--- config.mk ---
export PLATFORM = sky130hd
export DESIGN_NAME = multi_channel_timer
export DESIGN_NICKNAME = d
export VERILOG_FILES = /design/src/rtl/tmr_pkg.sv /design/src/rtl/tmr_channel.sv /design/src/rtl/multi_channel_timer.sv
export SDC_FILE = /design/constraint.sdc
export NUM_CORES = 1
export LEC_CHECK = 0
export CAP_MARGIN = 20
export CORE_AREA = 8 8 148 150
export CTS_CLUSTER_DIAMETER = 150
export DETAILED_ROUTE_END_ITERATION = 12
export DIE_AREA = 0 0 156 158
export GPL_TIMING_DRIVEN = 1
export PLACE_DENSITY_LB_ADDON = 0.05
export SETUP_SLACK_MARGIN = 0.5
export SLEW_MARGIN = 0
export SYNTH_ARGS = -nofsm -noshare
export SYNTH_HDL_FRONTEND = slang
export SYNTH_SLANG_ARGS = --single-unit
--- constraint.sdc ---
create_clock -name clk -period 5.7 [get_ports clk]
set_input_delay 1.425 -clock clk [delete_from_list [all_inputs] [get_ports clk]]
set_output_delay 1.425 -clock clk [all_outputs]
set_load 0.02 [all_outputs]
--- src/rtl/tmr_pkg.sv ---
// Shared encodings for the multi-channel compare-match timer: register offsets,
// TCR/TCSR field encodings and bit positions, and the compare-output resolver.
package tmr_pkg;

    localparam logic [2:0] REG_TCNT  = 3'd0;
    localparam logic [2:0] REG_TCORA = 3'd1;
    localparam logic [2:0] REG_TCORB = 3'd2;
    localparam logic [2:0] REG_TCR   = 3'd3;
    localparam logic [2:0] REG_TCSR  = 3'd4;

    typedef enum logic [2:0] {
        CKS_STOP    = 3'd0,
        CKS_CLK     = 3'd1,
        CKS_DIV8    = 3'd2,
        CKS_DIV64   = 3'd3,
        CKS_CASCADE = 3'd4,
        CKS_RISE    = 3'd5,
        CKS_FALL    = 3'd6,
        CKS_BOTH    = 3'd7
    } cks_e;

    typedef enum logic [1:0] {
        CCLR_NONE    = 2'd0,
        CCLR_MATCH_A = 2'd1,
        CCLR_MATCH_B = 2'd2,
        CCLR_TMRI    = 2'd3
    } cclr_e;

    typedef enum logic [1:0] {
        OS_NONE   = 2'd0,
        OS_DRIVE0 = 2'd1,
        OS_DRIVE1 = 2'd2,
        OS_TOGGLE = 2'd3
    } os_e;

    localparam int TCR_CKS_LSB  = 0;
    localparam int TCR_CCLR_LSB = 3;
    localparam int TCR_OVIE     = 5;
    localparam int TCR_CMIEA    = 6;
    localparam int TCR_CMIEB    = 7;

    localparam int TCSR_OSA_LSB = 0;
    localparam int TCSR_OSB_LSB = 2;
    localparam int TCSR_ADTE    = 4;
    localparam int TCSR_OVF     = 5;
    localparam int TCSR_CMFA    = 6;
    localparam int TCSR_CMFB    = 7;

    // When A and B fire together the stronger action wins: toggle, then drive-1, then drive-0.
    function automatic logic os_next(logic cur, logic evt_a, os_e osa, logic evt_b, os_e osb);
        logic tgl;
        logic hi;
        logic lo;
        logic res;
        tgl = (evt_a && osa == OS_TOGGLE) || (evt_b && osb == OS_TOGGLE);
        hi  = (evt_a && osa == OS_DRIVE1) || (evt_b && osb == OS_DRIVE1);
        lo  = (evt_a && osa == OS_DRIVE0) || (evt_b && osb == OS_DRIVE0);
        res = cur;
        if (tgl) begin
            res = ~cur;
        end else if (hi) begin
            res = 1'b1;
        end else if (lo) begin
            res = 1'b0;
        end
        return res;
    endfunction

endpackage

--- src/rtl/tmr_channel.sv ---
// One timer channel: up-counter, two compare registers, control/status registers,
// match/overflow event generation and the compare-match output pin.
module tmr_channel
    import tmr_pkg::*;
#(
    parameter int CNT_W = 8
) (
    input  logic             clk,
    input  logic             rst,
    input  logic             tick,
    input  logic             tmri_rise,
    input  logic             wr_tcnt,
    input  logic             wr_tcora,
    input  logic             wr_tcorb,
    input  logic             wr_tcr,
    input  logic             wr_tcsr,
    input  logic [CNT_W-1:0] wdata,
    output logic [CNT_W-1:0] tcnt,
    output logic [CNT_W-1:0] tcora,
    output logic [CNT_W-1:0] tcorb,
    output logic [7:0]       tcr,
    output logic [7:0]       tcsr,
    output logic             ovf_evt,
    output logic             match_a_evt,
    output logic             tmo
);

    localparam logic [CNT_W-1:0] ALL_ONES = '1;
    localparam logic [CNT_W-1:0] ONE      = {{(CNT_W-1){1'b0}}, 1'b1};

    cclr_e cclr;
    os_e   osa;
    os_e   osb;
    logic  match_b_evt;
    logic  clear_on_tick;

    assign cclr = cclr_e'(tcr[TCR_CCLR_LSB +: 2]);
    assign osa  = os_e'(tcsr[TCSR_OSA_LSB +: 2]);
    assign osb  = os_e'(tcsr[TCSR_OSB_LSB +: 2]);

    // A CPU write to TCNT suppresses every event of that cycle.
    assign match_a_evt   = tick && !wr_tcnt && (tcnt == tcora);
    assign match_b_evt   = tick && !wr_tcnt && (tcnt == tcorb);
    assign ovf_evt       = tick && !wr_tcnt && (tcnt == ALL_ONES);
    assign clear_on_tick = (cclr == CCLR_MATCH_A && match_a_evt)
                         || (cclr == CCLR_MATCH_B && match_b_evt)
                         || ovf_evt;

    always_ff @(posedge clk) begin
        if (rst) begin
            tcnt <= '0;
        end else if (wr_tcnt) begin
            tcnt <= wdata;
        end else if (cclr == CCLR_TMRI && tmri_rise) begin
            tcnt <= '0;
        end else if (tick) begin
            tcnt <= clear_on_tick ? '0 : tcnt + ONE;
        end
    end

    always_ff @(posedge clk) begin
        if (rst) begin
            tcora <= '1;
            tcorb <= '1;
            tcr   <= '0;
        end else begin
            if (wr_tcora) tcora <= wdata;
            if (wr_tcorb) tcorb <= wdata;
            if (wr_tcr)   tcr   <= wdata[7:0];
        end
    end

    // Flags clear only on a written 0, and a same-cycle hardware set overrides that clear.
    always_ff @(posedge clk) begin
        if (rst) begin
            tcsr <= '0;
        end else begin
            tcsr[TCSR_CMFB] <= match_b_evt || (tcsr[TCSR_CMFB] && !(wr_tcsr && !wdata[TCSR_CMFB]));
            tcsr[TCSR_CMFA] <= match_a_evt || (tcsr[TCSR_CMFA] && !(wr_tcsr && !wdata[TCSR_CMFA]));
            tcsr[TCSR_OVF]  <= ovf_evt     || (tcsr[TCSR_OVF]  && !(wr_tcsr && !wdata[TCSR_OVF]));
            if (wr_tcsr) tcsr[4:0] <= wdata[4:0];
        end
    end

    always_ff @(posedge clk) begin
        if (rst) begin
            tmo <= 1'b0;
        end else begin
            tmo <= os_next(tmo, match_a_evt, osa, match_b_evt, osb);
        end
    end

endmodule

--- src/rtl/multi_channel_timer.sv ---
// Multi-channel compare-match timer: shared prescaler, pin synchronizers, tick selection,
// cascade wiring between channel pairs, ADC trigger generation and the register bus.
module multi_channel_timer
    import tmr_pkg::*;
#(
    parameter int NUM_CH = 4,
    parameter int CNT_W  = 8,
    parameter int ADDR_W = $clog2(NUM_CH) + 3
) (
    input  logic                clk,
    input  logic                rst,
    input  logic                reg_wr,
    input  logic [ADDR_W-1:0]   reg_addr,
    input  logic [CNT_W-1:0]    reg_wdata,
    output logic [CNT_W-1:0]    reg_rdata,
    input  logic [NUM_CH-1:0]   tmci,
    input  logic [NUM_CH-1:0]   tmri,
    output logic [NUM_CH-1:0]   tmo,
    output logic [NUM_CH-1:0]   cmia,
    output logic [NUM_CH-1:0]   cmib,
    output logic [NUM_CH-1:0]   ovi,
    output logic [NUM_CH/2-1:0] adc_req
);

    localparam int CH_W     = ADDR_W - 3;
    localparam int NUM_PAIR = NUM_CH / 2;

    logic [5:0]        presc;
    logic              div8_tick;
    logic              div64_tick;
    logic [NUM_CH-1:0] tmci_s1, tmci_s2, tmci_s3;
    logic [NUM_CH-1:0] tmri_s1, tmri_s2, tmri_s3;
    logic [NUM_CH-1:0] tmci_rise, tmci_fall, tmri_rise;

    logic [CH_W-1:0]   ch_sel;
    logic [2:0]        reg_off;
    logic [NUM_CH-1:0] wr_tcnt, wr_tcora, wr_tcorb, wr_tcr, wr_tcsr;

    logic [CNT_W-1:0]  ch_tcnt  [NUM_CH];
    logic [CNT_W-1:0]  ch_tcora [NUM_CH];
    logic [CNT_W-1:0]  ch_tcorb [NUM_CH];
    logic [7:0]        ch_tcr   [NUM_CH];
    logic [7:0]        ch_tcsr  [NUM_CH];

    function automatic logic sel_tick(cks_e cks, logic casc, logic rise, logic fall,
                                      logic d8, logic d64);
        logic t;
        t = 1'b0;
        case (cks)
            CKS_STOP:    t = 1'b0;
            CKS_CLK:     t = 1'b1;
            CKS_DIV8:    t = d8;
            CKS_DIV64:   t = d64;
            CKS_CASCADE: t = casc;
            CKS_RISE:    t = rise;
            CKS_FALL:    t = fall;
            CKS_BOTH:    t = rise | fall;
            default:     t = 1'b0;
        endcase
        return t;
    endfunction

    always_ff @(posedge clk) begin
        if (rst) begin
            presc <= '0;
        end else begin
            presc <= presc + 6'd1;
        end
    end

    assign div8_tick  = &presc[2:0];
    assign div64_tick = &presc;

    // Third stage is the edge-detect history; clearing it on reset drops edges still in flight.
    always_ff @(posedge clk) begin
        if (rst) begin
            tmci_s1 <= '0;
            tmci_s2 <= '0;
            tmci_s3 <= '0;
            tmri_s1 <= '0;
            tmri_s2 <= '0;
            tmri_s3 <= '0;
        end else begin
            tmci_s1 <= tmci;
            tmci_s2 <= tmci_s1;
            tmci_s3 <= tmci_s2;
            tmri_s1 <= tmri;
            tmri_s2 <= tmri_s1;
            tmri_s3 <= tmri_s2;
        end
    end

    assign tmci_rise = tmci_s2 & ~tmci_s3;
    assign tmci_fall = ~tmci_s2 & tmci_s3;
    assign tmri_rise = tmri_s2 & ~tmri_s3;

    assign ch_sel  = reg_addr[ADDR_W-1:3];
    assign reg_off = reg_addr[2:0];

    always_comb begin
        wr_tcnt  = '0;
        wr_tcora = '0;
        wr_tcorb = '0;
        wr_tcr   = '0;
        wr_tcsr  = '0;
        for (int i = 0; i < NUM_CH; i++) begin
            if (reg_wr && ch_sel == CH_W'(i)) begin
                wr_tcnt[i]  = (reg_off == REG_TCNT);
                wr_tcora[i] = (reg_off == REG_TCORA);
                wr_tcorb[i] = (reg_off == REG_TCORB);
                wr_tcr[i]   = (reg_off == REG_TCR);
                wr_tcsr[i]  = (reg_off == REG_TCSR);
            end
        end
    end

    // Per-pair locals keep the even-overflow to odd-tick path free of a vector-wide loop.
    for (genvar k = 0; k < NUM_PAIR; k++) begin : g_pair
        localparam int LO = 2 * k;
        localparam int HI = 2 * k + 1;

        logic tick_lo, tick_hi;
        logic ovf_lo, ovf_hi;
        logic mta_lo, mta_hi;
        logic adc_q;
        logic unused_hi_evts;

        assign tick_lo = sel_tick(cks_e'(ch_tcr[LO][TCR_CKS_LSB +: 3]), 1'b0,
                                  tmci_rise[LO], tmci_fall[LO], div8_tick, div64_tick);
        assign tick_hi = sel_tick(cks_e'(ch_tcr[HI][TCR_CKS_LSB +: 3]), ovf_lo,
                                  tmci_rise[HI], tmci_fall[HI], div8_tick, div64_tick);
        assign unused_hi_evts = ovf_hi ^ mta_hi;

        tmr_channel #(.CNT_W(CNT_W)) u_ch_lo (
            .clk         (clk),
            .rst         (rst),
            .tick        (tick_lo),
            .tmri_rise   (tmri_rise[LO]),
            .wr_tcnt     (wr_tcnt[LO]),
            .wr_tcora    (wr_tcora[LO]),
            .wr_tcorb    (wr_tcorb[LO]),
            .wr_tcr      (wr_tcr[LO]),
            .wr_tcsr     (wr_tcsr[LO]),
            .wdata       (reg_wdata),
            .tcnt        (ch_tcnt[LO]),
            .tcora       (ch_tcora[LO]),
            .tcorb       (ch_tcorb[LO]),
            .tcr         (ch_tcr[LO]),
            .tcsr        (ch_tcsr[LO]),
            .ovf_evt     (ovf_lo),
            .match_a_evt (mta_lo),
            .tmo         (tmo[LO])
        );

        tmr_channel #(.CNT_W(CNT_W)) u_ch_hi (
            .clk         (clk),
            .rst         (rst),
            .tick        (tick_hi),
            .tmri_rise   (tmri_rise[HI]),
            .wr_tcnt     (wr_tcnt[HI]),
            .wr_tcora    (wr_tcora[HI]),
            .wr_tcorb    (wr_tcorb[HI]),
            .wr_tcr      (wr_tcr[HI]),
            .wr_tcsr     (wr_tcsr[HI]),
            .wdata       (reg_wdata),
            .tcnt        (ch_tcnt[HI]),
            .tcora       (ch_tcora[HI]),
            .tcorb       (ch_tcorb[HI]),
            .tcr         (ch_tcr[HI]),
            .tcsr        (ch_tcsr[HI]),
            .ovf_evt     (ovf_hi),
            .match_a_evt (mta_hi),
            .tmo         (tmo[HI])
        );

        always_ff @(posedge clk) begin
            if (rst) begin
                adc_q <= 1'b0;
            end else begin
                adc_q <= mta_lo && ch_tcsr[LO][TCSR_ADTE];
            end
        end

        assign adc_req[k] = adc_q;
    end

    always_comb begin
        cmia = '0;
        cmib = '0;
        ovi  = '0;
        for (int i = 0; i < NUM_CH; i++) begin
            cmia[i] = ch_tcsr[i][TCSR_CMFA] & ch_tcr[i][TCR_CMIEA];
            cmib[i] = ch_tcsr[i][TCSR_CMFB] & ch_tcr[i][TCR_CMIEB];
            ovi[i]  = ch_tcsr[i][TCSR_OVF]  & ch_tcr[i][TCR_OVIE];
        end
    end

    always_comb begin
        reg_rdata = '0;
        for (int i = 0; i < NUM_CH; i++) begin
            if (ch_sel == CH_W'(i)) begin
                case (reg_off)
                    REG_TCNT:  reg_rdata = ch_tcnt[i];
                    REG_TCORA: reg_rdata = ch_tcora[i];
                    REG_TCORB: reg_rdata = ch_tcorb[i];
                    REG_TCR:   reg_rdata = CNT_W'(ch_tcr[i]);
                    REG_TCSR:  reg_rdata = CNT_W'(ch_tcsr[i]);
                    default:   reg_rdata = '0;
                endcase
            end
        end
    end

endmodule

==> out/summary.json <==
{
  "antenna_cells": {"value": 0},
  "tritoncts.num_buffers": {"value": 17},
  "multi_input_comb_area": {"value": 0.006086, "unit": "mm^2"},
  "detail_route.wl_per_cell": {"value": 21.64, "unit": "um"},
  "achievable_clock_frequency": {"value": 0.1945, "unit": "GHz"},
  "worst-endpoint-arrival": {"value": 3.72, "unit": "ns"},
  "synth_largest_area_cell": {"value": "dfxtp_1"},
  "vdd_ir_max": {"value": 0.0001924, "unit": "V"},
  "die_h": {"value": 158, "unit": "um"},
  "switching_share": {"value": 0.2674},
  "synthFlopType": {"value": "dfxtp_1"},
  "cts_post_setup_buffers_inserted": {"value": 0},
  "grt_util_all_layers": {"value": 0.2766},
  "globalRoute.totalOverflow": {"value": 0},
  "drv.max_cap_violation_count": {"value": 0},
  "unrepaired_setup_endpoints_after_global_routing": {"value": "false"},
  "num-nets-final": {"value": 1302},
  "grt_pass1_wl": {"value": 52630, "unit": "um"},
  "routedLengthMet1": {"value": 14890, "unit": "um"},
  "post_synth.cell_area_avg": {"value": 8.356, "unit": "um^2"},
  "post-route-drc-count": {"value": 0},
  "finalWeightedCongestion": {"value": 0.9482},
  "floorplan.initialDensity": {"value": 0.5336},
  "fin_tns_setup": {"value": 0, "unit": "ns"},
  "dieArea": {"value": 0.02465, "unit": "mm^2"},
  "synth_cell_type_count": {"value": 77},
  "ys_seq_elements": {"value": 196},
  "asyncSetResetFlopFracSynth": {"value": 0},
  "syn_inst": {"value": 1259},
  "hold_viol_final": {"value": 0},
  "register_area": {"value": 0.003924, "unit": "mm^2"},
  "synth_top_area_share": {"value": 0.3730},
  "clock-root-buffer": {"value": "clkbuf_16"},
  "placementRows": {"value": 52},
  "leakage": {"value": 4.223, "unit": "nW"},
  "worst-endpoint-required": {"value": 4.28, "unit": "ns"},
  "syn_to_final_growth": {"value": 12.01, "unit": "%"},
  "ys_seq_area_frac": {"value": 0.3730},
  "die_w": {"value": 156, "unit": "um"},
  "worst_slew_pin_slew": {"value": 0.9862, "unit": "ns"},
  "fraction_of_final_layout_cells_sized_beyond_drive_strength_1": {"value": 0.08150},
  "via_count_of_the_first_global_routing_pass": {"value": 9010},
  "finalSetupViolCount": {"value": 0},
  "met3_length": {"value": 2390, "unit": "um"},
  "worstSetupStartpointType": {"value": "primary input"},
  "ctsHtreeMaxLevel": {"value": 4},
  "minimum_setup_slack_among_reg_to_reg_paths": {"value": 2.63, "unit": "ns"},
  "place.detailed.hpwl": {"value": 23450, "unit": "um"},
  "timing.setup.critical_path_class": {"value": "primary input to output pin"},
  "clk-insertion-delay-late": {"value": 0.45, "unit": "ns"},
  "routed.top_layer": {"value": "met4"},
  "n_fill_cell": {"value": 1803},
  "first_pass_iters": {"value": 8},
  "largest_net_degree_at_the_start_of_global_routing": {"value": 63},
  "ys_top_cells_by_area": {"value": "dfxtp_1 (37%), mux2i_1 (9.7%), nand2_1 (6.7%)"},
  "worst_slew_margin_relative_to_its_limit": {"value": 0.3401},
  "core_area": {"value": 0.01971, "unit": "mm^2"},
  "worst_clock_skew": {"value": 0.01074, "unit": "ns"},
  "setup.worst_path.end_class": {"value": "output pin"},
  "power_density": {"value": 243.3, "unit": "mW/mm^2"},
  "vias": {"value": 9536},
  "synth_edf_count": {"value": 0},
  "routed_via_density": {"value": 6.168},
  "dr_wl_met2": {"value": 15450, "unit": "um"},
  "clock_buffer_depth": {"value": 2},
  "synth_nets": {"value": 1297},
  "syn_area": {"value": 0.01052, "unit": "mm^2"},
  "portion_of_total_power_attributed_to_combinational_logic": {"value": 0.093},
  "detail_route.wirelength": {"value": 33460, "unit": "um"},
  "synth.cells.most_frequent": {"value": "dfxtp_1 (196), nand2_1 (187), nor2_1 (108)"},
  "hold-worst-slack": {"value": 0.4376, "unit": "ns"},
  "hold_buffers": {"value": 0},
  "cts.sinks": {"value": 196},
  "synth.yosys.warnings": {"value": 0},
  "tritoncts": {"value": "done"},
  "postRouteAntennaNets": {"value": 0},
  "yosys.cell_count.top_type": {"value": "dfxtp_1"},
  "maximum_fanout_encountered_on_the_critical_timing_path": {"value": 21},
  "io_buffers": {"value": 49},
  "clk_transition_reported_paths": {"value": 0.07, "unit": "ns"},
  "timing.hold.worst.class": {"value": "flip-flop to flip-flop"},
  "slew_viol_final": {"value": 0},
  "finalCoreUtilization": {"value": 0.5977},
  "run_status": {"value": "completed"},
  "final.period_utilization": {"value": 0.9022},
  "i_o_pin_cnt": {"value": 50},
  "detail_route.iter0.violations": {"value": 974},
  "cts_resized": {"value": 8},
  "clkPwrFrac": {"value": 0.412},
  "fin_crit": {"value": 5.142, "unit": "ns"},
  "power.net_switching": {"value": 0.0007668, "unit": "W"},
  "p_int": {"value": 0.002101, "unit": "W"},
  "antenna_found_initial": {"value": 0},
  "share_seq_of_total_power": {"value": 0.496}
}
[logic make-up after synthesis]
logic type	share of synthesized area
AOI/OAI and AO/OA	0.1549
buffers and inverters	0.05102
muxes	0.1206
adders and majority gates	0.01665
xor gates and xnor gates	0.05495
DFF	0.3730
and+or+nand+nor	0.2289
[cell type report]
class | count | share of cell area
clock buffers | 18 | 0.03642
clock inverters | 13 | 0.01062
inverters | 32 | 0.01019
multi-input cells | 934 | 0.5165
flip-flops and latches | 196 | 0.3330
well taps | 270 | 0.02867
repair buffers | 83 | 0.06466
[through the flow]
stage          setup slack (ns)  total power (W)  std cells  area, um^2
2_1_floorplan             1.088         0.001609       1259       10520
6_report                 0.5577         0.002867       1546       11780
5_1_grt                  0.5014         0.002959       1546       11780
3_5_place_dp             0.2227         0.001716       1513       11210
3_3_place_gp             0.2774         0.001712       1512       11190
4_1_cts                  0.3385         0.002877       1544       11760
[layer usage]
layer,track usage,vias up
li1,-,4472
met1,0.3764,4612
met2,0.4386,398
met3,0.04505,54
met4,0.09057,0
met5,0,-
[final timing paths]
path         depth (start not counted)         from                         to
max                                 10  reg_addr[1]               reg_rdata[1]
min                                  1   tmri_s1[1]                 tmri_s2[1]
max reg2reg                          9     presc[0]  g_pair[0].u_ch_hi.tcnt[7]
min reg2reg                          1   tmri_s1[1]                 tmri_s2[1]
[layout by cell type, fill, tap and decap left out, drive strengths merged, types with 5 or more instances in the layout]
cell type	instances
o21ai	39
mux2i	102
o211ai	8
nor2	110
nand2b	8
dfxtp	196
mux4	11
xor2	26
a221oi	17
and2	20
nand3	65
nor2b	30
nor3	14
a22oi	31
a211oi	12
a32oi	9
nand4	28
nand2	187
ha	14
nor4	8
a21oi	58
clkdlybuf4s50	39
nand3b	5
inv	36
a31oi	11
and3	13
buf	36
clkbuf	22
xnor2	40
[registers in the layout, summed over array words and instances (netlist names), 4 cells and up]
signal and flops:
g_pair.u_ch_hi.tcr 16, tmri_s3 4, g_pair.u_ch_lo.tcr 16, g_pair.u_ch_lo.tcora 16, g_pair.u_ch_hi.tcsr 16, g_pair.u_ch_hi.tcorb 16, tmci_s1 4, g_pair.u_ch_hi.tcnt 16
presc 6, tmri_s2 4, g_pair.u_ch_lo.tcsr 16, g_pair.u_ch_hi.tcora 16, g_pair.u_ch_lo.tcnt 16, tmri_s1 4, g_pair.u_ch_lo.tcorb 16, tmci_s2 4
tmci_s3 4
[power groups by stage]
| stage | registers, W | clock network, W | logic, W |
|---|---|---|---|
| finish | 0.00142 | 0.00118 | 0.000266 |
| global route | 0.00142 | 0.00125 | 0.000284 |
| CTS | 0.00142 | 0.00120 | 0.000262 |
| detailed placement | 0.00145 | 0 | 0.000264 |
| global placement | 0.00145 | 0 | 0.000260 |
| floorplan | 0.00143 | 0 | 0.000177 |
[worst max-delay path, cell delays in order]
cell,delay (ns)
clkdlybuf4s50_1,0.56
buf_12,0.21
nor2b_1,0.22
nand2_1,0.20
o21ai_0,0.31
a221oi_1,0.10
nand2_1,0.10
nand4_1,0.11
o21ai_0,0.13
clkdlybuf4s15_1,0.36
No activity file was read; power rests on OpenSTA's default activity.
